<file path="config.mk">
export PLATFORM = sky130hd
export DESIGN_NAME = preg_arb
export DESIGN_NICKNAME = d
export VERILOG_FILES = /design/src/rtl/preg_arb_pkg.sv /design/src/rtl/preg_arb_prio.sv /design/src/rtl/preg_arb.sv
export SDC_FILE = /design/constraint.sdc
export NUM_CORES = 1
export LEC_CHECK = 0
export CAP_MARGIN = 40
export CORE_UTILIZATION = 36
export DETAILED_ROUTE_END_ITERATION = 16
export HOLD_SLACK_MARGIN = 0.03
export PLACE_DENSITY = 0.82
export SKIP_CTS_REPAIR_TIMING = 1
export SLEW_MARGIN = 20
export SYNTH_ARGS = -nofsm -noshare
export SYNTH_HDL_FRONTEND = slang
export SYNTH_SLANG_ARGS = --single-unit
</file>
<file path="constraint.sdc">
create_clock -name clk -period 3.6 [get_ports clk]
set_clock_uncertainty 0.05 [all_clocks]
set_input_delay 1.08 -clock clk [delete_from_list [all_inputs] [get_ports clk]]
set_output_delay 1.08 -clock clk [all_outputs]
set_load 0.05 [all_outputs]
</file>
<file path="src/rtl/preg_arb_pkg.sv">
// Shared types and constants for the register-file write arbiter.
package preg_arb_pkg;

  typedef enum logic {
    INIT = 1'b0,
    RUN  = 1'b1
  } state_e;

  localparam int CTRL_WE     = 0;
  localparam int CTRL_RT_SEL = 1;

  localparam int DEF_DATA_WIDTH   = 8;
  localparam int DEF_ADDR_WIDTH   = 5;
  localparam int DEF_STARVE_LIMIT = 3;

endpackage

</file>
<file path="src/rtl/preg_arb_prio.sv">
// ALU-over-IO priority with an anti-starvation counter that forces an IO win
// after STARVE_LIMIT consecutive denied IO cycles.
module preg_arb_prio
  import preg_arb_pkg::*;
#(
  parameter int STARVE_LIMIT = DEF_STARVE_LIMIT
) (
  input  logic clk,
  input  logic reset,
  input  logic run_i,
  input  logic alu_req_i,
  input  logic io_req_i,
  output logic alu_gnt_o,
  output logic io_gnt_o
);

  localparam int CW = (STARVE_LIMIT < 1) ? 1 : $clog2(STARVE_LIMIT + 1);
  localparam logic [CW-1:0] LIMIT = CW'(STARVE_LIMIT);

  logic [CW-1:0] starve_q, starve_d;
  logic          io_wins;
  logic          io_denied;

  always_ff @(posedge clk) begin
    if (reset) begin
      starve_q <= '0;
    end else begin
      starve_q <= starve_d;
    end
  end

  // The counter only runs while IO keeps asking and keeps losing; anything else clears it.
  always_comb begin
    io_wins   = io_req_i && (!alu_req_i || (starve_q == LIMIT));
    alu_gnt_o = run_i && alu_req_i && !io_wins;
    io_gnt_o  = run_i && io_wins;
    io_denied = run_i && io_req_i && !io_wins;
    starve_d  = '0;
    if (io_denied) begin
      starve_d = (starve_q == LIMIT) ? starve_q : starve_q + CW'(1);
    end
  end

endmodule

</file>
<file path="src/rtl/preg_arb.sv">
// Register-file write port arbiter: clears every register after reset, then
// arbitrates ALU and IO writebacks onto the single write port.
module preg_arb
  import preg_arb_pkg::*;
#(
  parameter int DATA_WIDTH   = DEF_DATA_WIDTH,
  parameter int ADDR_WIDTH   = DEF_ADDR_WIDTH,
  parameter int STARVE_LIMIT = DEF_STARVE_LIMIT
) (
  input  logic                  clk,
  input  logic                  reset,
  input  logic                  alu_req,
  input  logic [ADDR_WIDTH-1:0] alu_rd,
  input  logic [DATA_WIDTH-1:0] alu_wdata,
  output logic                  alu_gnt,
  input  logic                  io_req,
  input  logic [ADDR_WIDTH-1:0] io_rd,
  input  logic [DATA_WIDTH-1:0] io_wdata,
  output logic                  io_gnt,
  input  logic [ADDR_WIDTH-1:0] rd_addr,
  input  logic                  rt_sel,
  output logic [ADDR_WIDTH-1:0] Rd,
  output logic [DATA_WIDTH-1:0] Wdata,
  output logic [1:0]            ctrl,
  output logic                  init_done
);

  localparam logic [ADDR_WIDTH-1:0] LAST_ADDR = '1;

  state_e                state_q, state_d;
  logic [ADDR_WIDTH-1:0] cnt_q, cnt_d;
  logic                  run;

  assign run       = (state_q == RUN) && !reset;
  assign init_done = run;

  always_ff @(posedge clk) begin
    if (reset) begin
      state_q <= INIT;
      cnt_q   <= '0;
    end else begin
      state_q <= state_d;
      cnt_q   <= cnt_d;
    end
  end

  // The sweep counter wraps to zero on leaving INIT, so it is clean for the next reset.
  always_comb begin
    state_d = state_q;
    cnt_d   = cnt_q;
    if (state_q == INIT) begin
      cnt_d = cnt_q + ADDR_WIDTH'(1);
      if (cnt_q == LAST_ADDR) begin
        state_d = RUN;
      end
    end
  end

  preg_arb_prio #(
    .STARVE_LIMIT(STARVE_LIMIT)
  ) u_prio (
    .clk       (clk),
    .reset     (reset),
    .run_i     (run),
    .alu_req_i (alu_req),
    .io_req_i  (io_req),
    .alu_gnt_o (alu_gnt),
    .io_gnt_o  (io_gnt)
  );

  // Writes to register 0 are granted but never enabled, keeping it hard-wired to zero.
  always_comb begin
    Rd    = '0;
    Wdata = '0;
    ctrl  = '0;
    if (!run) begin
      Rd             = reset ? '0 : cnt_q;
      ctrl[CTRL_WE]  = 1'b1;
    end else begin
      ctrl[CTRL_RT_SEL] = rt_sel;
      if (alu_gnt) begin
        Rd            = alu_rd;
        Wdata         = alu_wdata;
        ctrl[CTRL_WE] = (alu_rd != '0);
      end else if (io_gnt) begin
        Rd            = io_rd;
        Wdata         = io_wdata;
        ctrl[CTRL_WE] = (io_rd != '0);
      end else begin
        Rd = rd_addr;
      end
    end
  end

endmodule

</file>
======== Word-level counts from Yosys, hierarchy flattened ========
Cells that the tools add are included.
operators by class
  add/subtract/negate cells ............... 2
  eq/ne operators ......................... 2
  multiplexer cells ....................... 13
  bitwise operators ....................... 1
  reductions and logical operators ........ 14
operators with widths
  operator                                                        number
  8-bit 2-to-1 mux                                                3
  5-bit 2-to-1 mux                                                4
  5-bit nonzero test                                              2
  1-bit logical AND                                               7
  1-bit 2-to-1 mux                                                6
  5-bit by 1-bit adder with 5-bit output (second input constant)  1
  5-bit equality test (second input constant)                     1
  1-bit zero test                                                 3
  2-bit by 1-bit adder with 2-bit output (second input constant)  1
  2-bit equality test (second input constant)                     1
  2-bit OR reduction                                              1
  1-bit logical OR                                                1
  1-bit NOT                                                       1
word-level totals
  flip-flop bits (word level) ............. 8
  output and inout bits ................... 18
  word-level logic and storage cells ...... 35

======== Logic depth before layout (Yosys ltp) ========
  word-level depth ........................ 7
  mapped depth ............................ 5

======== Hierarchy ========
A second synthesis with hierarchy kept.
second synthesis, totals
  cells, all modules ...................... 87
  area total of the unflattened synthesis .. 688.2 um^2
by module, submodules not included
  module         times used  cells each  area an instance (um^2)
  preg_arb       1           76          588.1
  preg_arb_prio  1           11          100.1

======== Worst setup path after synthesis ========
No wires, ideal clock.
  path kind ............................... input to output
  from .................................... input reset
  to ...................................... output Rd[1]
  data arrival time ....................... 2.816 ns
  required time ........................... 2.470 ns
  slack ................................... -0.346 ns
  stages on the path ...................... 4
  path through ............................ nor2b_1 -> and2_4 -> buf_6 -> a221o_1
on the way
  word-level cells in the longest chain between the ends .. 6
  elaborated cells between the ends (all ways) .. 9
  classes of those cells .................. 4 x mux; 5 x reduce/logical
ends and longest elaborated chain
  element                         line                 RTL
  start: declaration              preg_arb.sv:11       input logic reset,
  1-bit zero test                 preg_arb.sv:34       assign run = (state_q == RUN) && !reset;
  1-bit logical AND               preg_arb.sv:34
  1-bit logical AND (2 in a row)  preg_arb_prio.sv:35  alu_gnt_o = run_i && alu_req_i && !io_wins;
  via alu_gnt                     preg_arb.sv:15       output logic alu_gnt,
  5-bit 2-to-1 mux                preg_arb.sv:81       if (alu_gnt) begin
  5-bit 2-to-1 mux                preg_arb.sv:76       if (!run) begin
  end: declaration                preg_arb.sv:22       output logic [ADDR_WIDTH-1:0] Rd,
The timed path passes the listed nets, and every way through them passes these cells.

======== Final worst setup path ========
  from .................................... input alu_rd[3]
  to ...................................... output Rd[3]
on the way
  word-level cells in the longest chain between the ends .. 2
ends and longest elaborated chain
  element             line            RTL
  start: declaration  preg_arb.sv:13  input logic [ADDR_WIDTH-1:0] alu_rd,
  5-bit 2-to-1 mux    preg_arb.sv:81
  5-bit 2-to-1 mux    preg_arb.sv:76
No other way between the ends.

==> metrics <==
post-route insts no fill=171; switching share of power=27.1%; Switch Pwr=67.9 uW; Post-DRT Antenna Nets=0; Syn Inst Count=84; Clock Path Buffers=2; Yosys top cell by area=dfxtp_1; status=complete, no violations; row cnt=15; total grt overflow=0; YS warnings=0; port buffer count=53; via count=990; Post-synth ARST share=0%; synth cell count leaders=11 x nor2_1, 8 x a22o_2, 8 x dfxtp_1; global-route wire length before repair=4150 um; vias in the first global route=916; most common cell in the netlist=nor2_1; CTS Root Cell=clkbuf_4; FMAX=278 MHz; Worst Hold Class=reg2reg; P_leak=0.000709 uW; Mapped Area=721 um^2; Final HPWL DP=2440 um; Initial Util=40.0%; router iterations before antenna repair=4; TritonCTS clock tree=built; cell-internal power=183 uW; DRC marker count from the first detailed-route iteration=64; Top delay family on crit path=buffers and inverters; CP Launch Type=input pin; Reg clk slew, reported paths=0.05 ns; # DRC=0; Worst EP required=2.47 ns; clk_lat worst skew=0.25 ns; worst path cell trace=clkdlybuf4s50_1, inv_1, a311o_2, a31oi_2, buf_12; final WL=3510 um; syn nets=123; Design Area, Final=0.00161 mm^2; number of antenna repair diodes=0; share of cells above drive strength 1=37.0%; area share of the largest cell type after synthesis=22.2%; final worst-path setup slack=0.00527 ns; dpl ws=-0.174 ns; Max VDD drop=0.207 mV; sequential power share=38.0%; die area=0.00218 mm^2; worst-margin pin slew=0.817 ns; max_cap viols=0; initial antenna violation count=0; via/cell ratio=5.79; Worst slew margin=45.5%; CP peak stage delay=0.54 ns; mean area per synthesized cell=8.58 um^2; Area after DPL=0.00152 mm^2; total core area=0.00180 mm^2; power density cells=156 mW/mm^2; Gate power share=35.5%; Crit. End Element=primary output; slowest CP cell=clkdlybuf4s50_1; Setup violations, final=0; ys flop type=dfxtp_1; Fin. Hold Viols=0; post-DR wirelength/cell=20.5 um; critical path class=in2out; synth top area cells=dfxtp_1 22%, a22o_2 11%, nor2_1 5.7%, ha_1 5.2%, a311o_2 4.7%; total CTS buffers=3; WHS=0.383 ns; area grow syn2layout=123%; CTS Sinks=8; H-tree levels=1; GPL Wtd Cong=0.839; Final Cycle Share=99.9%; fill count=84; Clock Power Share=26.5%; Tmin final=3.59 ns; die height=46.7 um; fin. max-slew vios=0; DIE WIDTH=46.7 um; IO Count=54; critical path arrival=2.46 ns; RSZ-0062 raised after global routing=no; largest net degree at the start of global routing=23; sequential area share after synthesis=22.2%; post-synthesis register bit count=8; gr usage total=27.7%; crit path max fanout=3; EDFF count, synth=0; Total Nets Final=187; Yosys cell types=35; Placed Instances=169; CP bufs+invs=3
[cells in the final DEF, fill, tap and decap left out, types with 4 or more instances in the layout]
master | Yosys | layout
buf_4 | 1 | 9
buf_12 | 0 | 18
dfxtp_1 | 8 | 8
nor2_1 | 11 | 10
clkdlybuf4s50_1 | 0 | 26
dlymetal6s2s_1 | 0 | 9
a22o_2 | 8 | 8
nand3_1 | 4 | 4
[cell type report]
cell class / instances / area, um^2 / area share [%]
multi-input cells: 68 / 559 / 34.8
repair buffers: 64 / 823 / 51.2
flip-flops and latches: 8 / 160 / 9.96
clock buffers: 3 / 22.5 / 1.40
inverters: 3 / 11.3 / 0.700
well taps: 25 / 31.3 / 1.95
[worst paths after layout]
kind	startpoint	endpoint	slack, ns	cells after the start
max	alu_rd[3]	Rd[3]	0.005	5
max reg2reg	state_q	u_prio.starve_q[0]	2.05	3
min	u_prio.starve_q[0]	u_prio.starve_q[0]	0.38	1
min reg2reg	u_prio.starve_q[0]	u_prio.starve_q[0]	0.38	1
[cells by family after synthesis]
family,Yosys count,synth area share [%]
AO/OA/AOI/OAI,27,31.3
XOR/XNOR,3,3.65
adder cells (fa/ha/maj),3,5.21
buffers and inverters,8,6.94
flip-flops,8,22.2
multiplexers,2,2.78
AND/OR/NAND/NOR,33,28.0
[registers in the layout, summed over array words and instances (netlist names)]
signal and cells:
cnt_q 5, state_q 1, u_prio.starve_q 2
[metal layers]
metal,up-vias,part of all wire (%),wire length [um],GRT usage (%)
met5,-,0,0,0
met1,456,38,1320,34.2
met2,65,52,1820,47.2
met3,21,5.8,205,2.69
li1,448,-,-,-
met4,0,4.7,164,14.9
[metrics by stage]
stage | TNS [ns] | utilization [%] | power (uW)
after floorplan | 0 | - | 120
after global placement | -0.558 | 84.4 | 178
after detailed placement | -1.03 | 84.4 | 180
after CTS | -1.10 | 85.7 | 249
after global routing | 0 | 89.2 | 262
final | 0 | 89.2 | 251
[power groups by stage]
stage | combinational, uW | clock [uW] | sequential [uW]
final | 89.2 | 66.4 | 95.4
after global routing | 92.3 | 74.3 | 95.4
after CTS | 84.0 | 69.9 | 94.9
after detailed placement | 83.3 | 0 | 96.7
after global placement | 81.1 | 0 | 96.5
after floorplan | 23.6 | 0 | 96.0
Power figures use the tool's default switching activity.
